[src/rtl/s_term_loopback_cfg_pkg.sv]
// Shared definitions for the southern-edge loopback terminal: group modes,
// configuration layout and the test-pattern LFSR.
package s_term_loopback_cfg_pkg;

    typedef enum logic [1:0] {
        MODE_PASS = 2'b00,
        MODE_REG  = 2'b01,
        MODE_TIE  = 2'b10,
        MODE_TEST = 2'b11
    } mode_e;

    localparam int CFG_BITS = 6;

    localparam int GRP1_OFS = 0;
    localparam int GRP2_OFS = 2;
    localparam int GRP4_OFS = 4;

    // Taps 16,14,13,11 expressed as bit positions 15,13,12,10.
    localparam logic [15:0] LFSR_TAPS = 16'hB400;

    function automatic logic [15:0] lfsr_next(input logic [15:0] s);
        return {s[14:0], ^(s & LFSR_TAPS)};
    endfunction

    // An all-zero LFSR would lock up, so a zero seed is promoted to 1.
    function automatic logic [15:0] lfsr_seed_fix(input logic [15:0] s);
        return (s == 16'h0000) ? 16'h0001 : s;
    endfunction

endpackage

[src/rtl/s_term_loopback_cfg_if.sv]
// South-bound ends and north-bound loopback wires of one terminal tile.
interface s_term_loopback_cfg_if #(
    parameter int W1 = 4,
    parameter int W2 = 8,
    parameter int W4 = 16
);
    logic [W1-1:0] S1END;
    logic [W2-1:0] S2MID;
    logic [W2-1:0] S2END;
    logic [W4-1:0] S4END;
    logic [W1-1:0] N1BEG;
    logic [W2-1:0] N2BEG;
    logic [W2-1:0] N2BEGb;
    logic [W4-1:0] N4BEG;

    modport master (
        output S1END, S2MID, S2END, S4END,
        input  N1BEG, N2BEG, N2BEGb, N4BEG
    );

    modport slave (
        input  S1END, S2MID, S2END, S4END,
        output N1BEG, N2BEG, N2BEGb, N4BEG
    );
endinterface

[src/rtl/s_term_loopback_cfg_term_group_path.sv]
// One wire group: index reversal, a free-running pipeline and the mode mux.
module term_group_path
    import s_term_loopback_cfg_pkg::*;
#(
    parameter int W          = 4,
    parameter int PIPE_DEPTH = 1
) (
    input  logic         i_clk,
    input  logic         i_rst,
    input  logic [W-1:0] i_in,
    input  mode_e        i_mode,
    input  logic [W-1:0] i_test,
    output logic [W-1:0] o_out
);

    logic [W-1:0] w_rev;
    logic [W-1:0] r_pipe [PIPE_DEPTH];

    for (genvar g = 0; g < W; g++) begin : g_rev
        assign w_rev[g] = i_in[W-1-g];
    end

    // The pipeline clocks in every mode so REG has valid history the moment it is selected.
    always_ff @(posedge i_clk or posedge i_rst) begin
        if (i_rst) begin
            for (int k = 0; k < PIPE_DEPTH; k++) r_pipe[k] <= '0;
        end else begin
            r_pipe[0] <= w_rev;
            for (int k = 1; k < PIPE_DEPTH; k++) r_pipe[k] <= r_pipe[k-1];
        end
    end

    always_comb begin
        o_out = '0;
        unique case (i_mode)
            MODE_PASS: o_out = w_rev;
            MODE_REG:  o_out = r_pipe[PIPE_DEPTH-1];
            MODE_TIE:  o_out = '0;
            MODE_TEST: o_out = i_test;
        endcase
    end

endmodule

[src/rtl/s_term_loopback_cfg.sv]
// Southern-edge terminal: loops S-bound wires back north per group, with a
// serially loaded, atomically committed mode word and an LFSR test source.
module s_term_loopback_cfg
    import s_term_loopback_cfg_pkg::*;
#(
    parameter int          W1         = 4,
    parameter int          W2         = 8,
    parameter int          W4         = 16,
    parameter int          PIPE_DEPTH = 1,
    parameter logic [15:0] LFSR_SEED  = 16'hACE1
) (
    input  logic                  UserCLK,
    input  logic                  RST,
    s_term_loopback_cfg_if.slave  io_wires,
    input  logic                  cfg_shift_en,
    input  logic                  cfg_data_in,
    input  logic                  cfg_load,
    output logic                  cfg_data_out
);

    localparam logic [15:0] SEED = lfsr_seed_fix(LFSR_SEED);

    logic [CFG_BITS-1:0] r_shadow;
    logic [CFG_BITS-1:0] r_active;
    logic [15:0]         r_lfsr;

    mode_e         w_mode1;
    mode_e         w_mode2;
    mode_e         w_mode4;
    logic          w_any_test;
    logic [W1-1:0] w_tst1;
    logic [W2-1:0] w_tst2;
    logic [W2-1:0] w_tst2b;
    logic [W4-1:0] w_tst4;

    assign w_mode1    = mode_e'(r_active[GRP1_OFS +: 2]);
    assign w_mode2    = mode_e'(r_active[GRP2_OFS +: 2]);
    assign w_mode4    = mode_e'(r_active[GRP4_OFS +: 2]);
    assign w_any_test = (w_mode1 == MODE_TEST) || (w_mode2 == MODE_TEST) ||
                        (w_mode4 == MODE_TEST);

    // Shift and load may share an edge; load then commits the pre-shift shadow.
    always_ff @(posedge UserCLK or posedge RST) begin
        if (RST) begin
            r_shadow <= '0;
            r_active <= '0;
            r_lfsr   <= SEED;
        end else begin
            if (cfg_shift_en) r_shadow <= {r_shadow[CFG_BITS-2:0], cfg_data_in};
            if (cfg_load)     r_active <= r_shadow;
            if (w_any_test)   r_lfsr   <= lfsr_next(r_lfsr);
        end
    end

    assign cfg_data_out = r_shadow[CFG_BITS-1];

    for (genvar g = 0; g < W1; g++) begin : g_tst1
        assign w_tst1[g] = r_lfsr[g % 16];
    end
    // The N2BEGb pattern is offset by half the LFSR so the two buses differ.
    for (genvar g = 0; g < W2; g++) begin : g_tst2
        assign w_tst2[g]  = r_lfsr[g % 16];
        assign w_tst2b[g] = r_lfsr[(8 + g) % 16];
    end
    for (genvar g = 0; g < W4; g++) begin : g_tst4
        assign w_tst4[g] = r_lfsr[g % 16];
    end

    term_group_path #(.W(W1), .PIPE_DEPTH(PIPE_DEPTH)) u_grp1 (
        .i_clk (UserCLK),
        .i_rst (RST),
        .i_in  (io_wires.S1END),
        .i_mode(w_mode1),
        .i_test(w_tst1),
        .o_out (io_wires.N1BEG)
    );

    term_group_path #(.W(W2), .PIPE_DEPTH(PIPE_DEPTH)) u_grp2_mid (
        .i_clk (UserCLK),
        .i_rst (RST),
        .i_in  (io_wires.S2MID),
        .i_mode(w_mode2),
        .i_test(w_tst2),
        .o_out (io_wires.N2BEG)
    );

    term_group_path #(.W(W2), .PIPE_DEPTH(PIPE_DEPTH)) u_grp2_end (
        .i_clk (UserCLK),
        .i_rst (RST),
        .i_in  (io_wires.S2END),
        .i_mode(w_mode2),
        .i_test(w_tst2b),
        .o_out (io_wires.N2BEGb)
    );

    term_group_path #(.W(W4), .PIPE_DEPTH(PIPE_DEPTH)) u_grp4 (
        .i_clk (UserCLK),
        .i_rst (RST),
        .i_in  (io_wires.S4END),
        .i_mode(w_mode4),
        .i_test(w_tst4),
        .o_out (io_wires.N4BEG)
    );

endmodule

[src/flat_wrapper.sv]
// flat-port wrapper written by rule: the top's interface ports become plain ports
module s_term_loopback_cfg_flat import s_term_loopback_cfg_pkg::*;
#(
    parameter int          W1         = 4,
    parameter int          W2         = 8,
    parameter int          W4         = 16,
    parameter int          PIPE_DEPTH = 1,
    parameter logic [15:0] LFSR_SEED  = 16'hACE1
)
  (UserCLK, RST, cfg_shift_en, cfg_data_in, cfg_load, cfg_data_out, io_wires_S1END, io_wires_S2MID, io_wires_S2END, io_wires_S4END, io_wires_N1BEG, io_wires_N2BEG, io_wires_N2BEGb, io_wires_N4BEG);
  s_term_loopback_cfg_if #(.W1(W1), .W2(W2), .W4(W4)) io_wires_i ();
  input  logic UserCLK;
  input  logic RST;
  input  logic cfg_shift_en;
  input  logic cfg_data_in;
  input  logic cfg_load;
  output logic cfg_data_out;
  input wire logic [$bits(io_wires_i.S1END)-1:0] io_wires_S1END;
  input wire logic [$bits(io_wires_i.S2MID)-1:0] io_wires_S2MID;
  input wire logic [$bits(io_wires_i.S2END)-1:0] io_wires_S2END;
  input wire logic [$bits(io_wires_i.S4END)-1:0] io_wires_S4END;
  output wire logic [$bits(io_wires_i.N1BEG)-1:0] io_wires_N1BEG;
  output wire logic [$bits(io_wires_i.N2BEG)-1:0] io_wires_N2BEG;
  output wire logic [$bits(io_wires_i.N2BEGb)-1:0] io_wires_N2BEGb;
  output wire logic [$bits(io_wires_i.N4BEG)-1:0] io_wires_N4BEG;
  assign io_wires_i.S1END = io_wires_S1END;
  assign io_wires_i.S2MID = io_wires_S2MID;
  assign io_wires_i.S2END = io_wires_S2END;
  assign io_wires_i.S4END = io_wires_S4END;
  assign io_wires_N1BEG = io_wires_i.N1BEG;
  assign io_wires_N2BEG = io_wires_i.N2BEG;
  assign io_wires_N2BEGb = io_wires_i.N2BEGb;
  assign io_wires_N4BEG = io_wires_i.N4BEG;
  s_term_loopback_cfg #(.W1(W1), .W2(W2), .W4(W4), .PIPE_DEPTH(PIPE_DEPTH), .LFSR_SEED(LFSR_SEED)) u_core (.UserCLK(UserCLK), .RST(RST), .io_wires(io_wires_i), .cfg_shift_en(cfg_shift_en), .cfg_data_in(cfg_data_in), .cfg_load(cfg_load), .cfg_data_out(cfg_data_out));
endmodule
[config.mk]
export PLATFORM = sky130hd
export DESIGN_NAME = s_term_loopback_cfg_flat
export DESIGN_NICKNAME = d
export VERILOG_FILES = /design/src/rtl/s_term_loopback_cfg_pkg.sv /design/src/rtl/s_term_loopback_cfg_if.sv /design/src/rtl/s_term_loopback_cfg_term_group_path.sv /design/src/rtl/s_term_loopback_cfg.sv /design/src/flat_wrapper.sv
export SDC_FILE = /design/constraint.sdc
export NUM_CORES = 1
export LEC_CHECK = 0
export CAP_MARGIN = 20
export CORE_ASPECT_RATIO = 0.75
export CORE_UTILIZATION = 50
export DETAILED_ROUTE_END_ITERATION = 8
export HOLD_SLACK_MARGIN = 0.12
export PLACE_DENSITY = 0.83
export SYNTH_ARGS = -nofsm -noshare
export SYNTH_HDL_FRONTEND = slang
export SYNTH_SLANG_ARGS = --single-unit
[constraint.sdc]
create_clock -name UserCLK -period 7.1 [get_ports UserCLK]
set_input_delay 2.13 -clock UserCLK [delete_from_list [all_inputs] [get_ports UserCLK]]
set_output_delay 2.13 -clock UserCLK [all_outputs]
set_load 0.05 [all_outputs]
* Word-level counts from Yosys, hierarchy flattened
Index checks and enable logic that the tools add are counted.
Operators by class: equality and inequality tests 9, multiplexer cells 4, reductions and logical operators 6
Operator list (count):
- one-hot mux 16 bit (4 select lines) | 1
- one-hot mux 8 bit (4 select lines) | 2
- one-hot mux 4 bit (4 select lines) | 1
- XOR reduction 16 bit | 1
- equality test 2 bit (second input constant) | 6
- equality test 2 x 1 -> 1 bit (second input constant) | 3
- zero test 2 bit | 3
- logical OR 1 bit | 2
Storage, ports and cells: flip-flop bits (word level) 64, input port bits 41, output and inout bits 37, word-level logic and storage cells 26

* Logic depth before layout (Yosys ltp)
depth in word-level cells 3, mapped depth 6, mapped depth without buffers 3

* Hierarchy
A second synthesis with hierarchy kept.
Second synthesis, totals: cell total of the unflattened synthesis 191, area total of the unflattened synthesis 2916.5 um^2
Modules (own cells, without submodules):
- s_term_loopback_cfg | times used 1, cells each 66, area an instance 1128.6 um^2
- term_group_path (u_core.u_grp4) | times used 1, cells each 55, area an instance 815.8 um^2
- term_group_path (u_core.u_grp2_end ...) | times used 2, cells each 28, area an instance 390.4 um^2
- term_group_path (u_core.u_grp1) | times used 1, cells each 14, area an instance 191.4 um^2

* Worst setup path after synthesis
OpenSTA, ideal clock, no wires.
kind input-to-output, start point in io_wires_S4END[15], end point out io_wires_N4BEG[0], arrival 3.272 ns, required time 4.970 ns, path slack 1.698 ns, cell stages on the path 2, path through mux2i_1 -> o21ai_0
On the way: word-level cells in the longest chain between the ends 1
Ends and longest elaborated chain:
- start, declared | line flat_wrapper.sv:21 | input wire logic [$bits(io_wires_i.S4END)-1:0] io_wires_S4END;
- one-hot mux 16 bit (4 select lines) | line s_term_loopback_cfg_term_group_path.sv:35 | unique case (i_mode)
- end, declared | line flat_wrapper.sv:25 | output wire logic [$bits(io_wires_i.N4BEG)-1:0] io_wires_N4BEG;
Every way passes these cells.

* Final worst setup path
start point in io_wires_S2END[5], end point out io_wires_N2BEGb[2]
On the way: word-level cells in the longest chain between the ends 1
Ends and longest elaborated chain:
- start, declared | line flat_wrapper.sv:20 | input wire logic [$bits(io_wires_i.S2END)-1:0] io_wires_S2END;
- one-hot mux 8 bit (4 select lines) | line s_term_loopback_cfg_term_group_path.sv:35
- end, declared | line flat_wrapper.sv:24 | output wire logic [$bits(io_wires_i.N2BEGb)-1:0] io_wires_N2BEGb;
Every way passes these cells.

==> results by group <==
Worst setup path
  – Crit path launch type: primary input
  – RR Endpoint: u_core.r_lfsr[2]$_DFFE_PP0P_
  – CP required: 4.97 ns
  – Critical path class: primary input to output port
  – Flop2flop setup slack: 5.04 ns
  – Critical path fanouts, max: 2
  – R2r startpoint: u_core.r_active[2]$_DFFE_PP0P_
  – Worst reg2reg path depth: 3
  – CP endpoint kind: output port
  – CP Data Arrival Time: 3.77 ns

Route
  – Remaining DRCs: 0
  – Total iterations of the first detailed-routing run: 4
  – Iter 0 DRT Violations: 90
  – Via count: 1975
  – Detailed Route WL: 6110 microns
  – Antenna viol nets, final: 0
  – WL per Instance: 16.4 microns
  – Vias per cell: 5.29

Global routing
  – Congestion Overflow GR: 0
  – First-pass GRT wire length: 9930 microns
  – Largest net degree at the start of global routing: 65
  – Number of antenna violations at the first check in global routing: 0
  – Number of global-route vias before repair: 1986
  – Gr usage total: 23.5%

Min path
  – Worst Hold Depth: 2
  – Hold EP: u_core.r_lfsr[0]$_DFFE_PP1P_
  – Hold Path Class: flop to flop
  – Min-delay src: u_core.r_lfsr[0]$_DFFE_PP1P_

CTS
  – Clk pin slew, worst setup/hold paths: 0.06 ns
  – Num CTS Buffers: 9
  – TritonCTS sink count: 64
  – Clock Tree Root: clkbuf_8
  – Clock Tree Buf Depth: 2
  – Resize count post-CTS: 0
  – Post-CTS Setup Repair Bufs: 0
  – # hold bufs at CTS: 0
  – CTS tree: yes
  – Worst-Skew Late Latency: 0.34 ns
  – # H-tree levels: 3

Logic synthesis
  – Seq/Total Area, Yosys: 58.5%
  – Ys async rst share: 100%
  – Main synth FF type: dfrtp_1
  – Synthesized cell area: 2760 sq um
  – Synth warnings: 0
  – Post-Synthesis Cells: 222
  – Top-count cell post-synth: dfrtp_1
  – Synth cell count leaders: dfrtp_1, nand2_1, o21ai_0, mux2i_1, mux2_2
  – Distinct cells, synth: 19
  – Area leader, netlist: dfrtp_1
  – Yosys reg bits: 64
  – Number of synthesized flops with an enable pin: 0
  – Mean Syn Cell Area: 12.4 sq um
  – Synth top area cells: dfrtp_1, mux2i_1, mux2_2
  – Top cell type's share of synthesized area: 50.9%
  – Synth Net Count: 263

Timing
  – Worst Setup Slack, final: 1.20 ns
  – Pins Over Slew Limit: 0
  – Final hold vios: 0
  – Least-Margin Pin Slew: 0.955 ns
  – Post-layout minimum cycle time: 5.90 ns
  – Setup Skew: 0.00549 ns
  – RSZ-0062 raised after global routing: false
  – # setup viols final: 0
  – Max Freq: 0.170 GHz
  – Final setup TNS: 0 ns
  – Worst slew margin: 36.3%
  – Final period util: 83.0%

Die
  – Die Area: 5810 sq um
  – Num rows: 23
  – Core Box Area: 5320 sq um
  – Initial core utilization: 51.8%
  – Number of I/O pins: 78
  – Die X: 87.7 microns
  – Chip Height: 66.3 microns

Power
  – Leak pwr: 1.57 nW
  – PD cells: 325 nW/um^2
  – Overall power: 1.20 mW
  – Peak VDD IR: 0.000252 V

Final layout
  – Area Overhead vs Synth: 34.1%
  – Layout cells sized above 1: 15.1%
  – Filler cell count: 394
  – Layout Nets: 336
  – Utilization after layout: 69.4%
  – Ant diodes: 0

Placed design
  – Post-DP HPWL: 4290 microns
  – Post-place setup slack: 1.19 ns
  – Port Buffer Count: 77
  – GP Congestion: 0.763

Status
  – Outcome: complete, no violations

Run
  – Max Cap Violations: 0
## through the flow
stage | hold WS [ns] | instance area (sq um) | instances
after floorplan | 0.476 | 2760 | 222
after global placement | 0.502 | 3540 | 359
after detailed placement | 0.516 | 3540 | 359
after CTS | 0.534 | 3690 | 373
after global routing | 0.565 | 3690 | 373
final | 0.535 | 3690 | 373
## critical path: stages
cell and delay, ns:
clkdlybuf4s50_1 0.48, mux2i_1 0.08, o21ai_0 0.24, clkdlybuf4s50_1 0.84
## flip-flops by register name, summed over array words and instances (netlist names)
register / count
u_core.r_active: 6
u_core.r_lfsr: 16
u_core.r_shadow: 6
u_core.u_grp1.r_pipe: 4
u_core.u_grp2_end.r_pipe: 8
u_core.u_grp2_mid.r_pipe: 8
u_core.u_grp4.r_pipe: 16
## area by class of cell
type | count | area [sq um] | share of cell area (%)
inverter | 1 | 3.75 | 0.102
clock inverter | 1 | 5.00 | 0.135
sequential | 64 | 1610 | 43.6
multi-input combinational | 140 | 1050 | 28.3
tap | 75 | 93.8 | 2.54
timing repair buffer | 79 | 786 | 21.3
clock buffer | 13 | 149 | 4.03
## layer usage
layer	GRT usage (%)	wire (microns)	vias up
met4	7.38	63	0
met2	33.6	2620	67
met3	7.99	416	7
met5	0	0	-
met1	33.6	3010	980
li1	-	-	921
## placed cells by master (no fill, tap or decap), types with 4 or more instances in the layout
| cell type | count |
|---|---|
| a22o_1 | 4 |
| clkbuf_8 | 10 |
| clkdlybuf4s50_1 | 77 |
| dfrtp_1 | 56 |
| dfstp_2 | 8 |
| mux2_1 | 8 |
| mux2_2 | 23 |
| mux2i_1 | 32 |
| nand2_1 | 33 |
| o21ai_0 | 33 |
## power by group
group / leakage [nW] / internal (mW) / switching, mW
Clock: 0.0794 / 0.132 / 0.124
Sequential: 0.755 / 0.391 / 0.0617
Combinational: 0.734 / 0.190 / 0.301
Total: 1.57 / 0.714 / 0.486
## kinds of logic after synthesis
group | after synthesis | share of synthesized area (%)
XOR/XNOR | 3 | 0.954
multiplexers | 63 | 24.3
AND/OR/NAND/NOR | 36 | 5.09
flip-flops | 64 | 58.5
buffers and inverters | 18 | 3.54
AO/OA/AOI/OAI | 38 | 7.63
## worst max-delay path by stage
stage,startpoint,end,slack [ns]
2_1_floorplan,io_wires_S4END[15],io_wires_N4BEG[0],1.70
3_3_place_gp,io_wires_S4END[12],io_wires_N4BEG[3],1.25
3_5_place_dp,io_wires_S2END[5],io_wires_N2BEGb[2],1.19
4_1_cts,io_wires_S2END[5],io_wires_N2BEGb[2],1.19
5_1_grt,io_wires_S2END[5],io_wires_N2BEGb[2],1.11
6_report,io_wires_S2END[5],io_wires_N2BEGb[2],1.20
No activity file was read; power rests on OpenSTA's default activity.
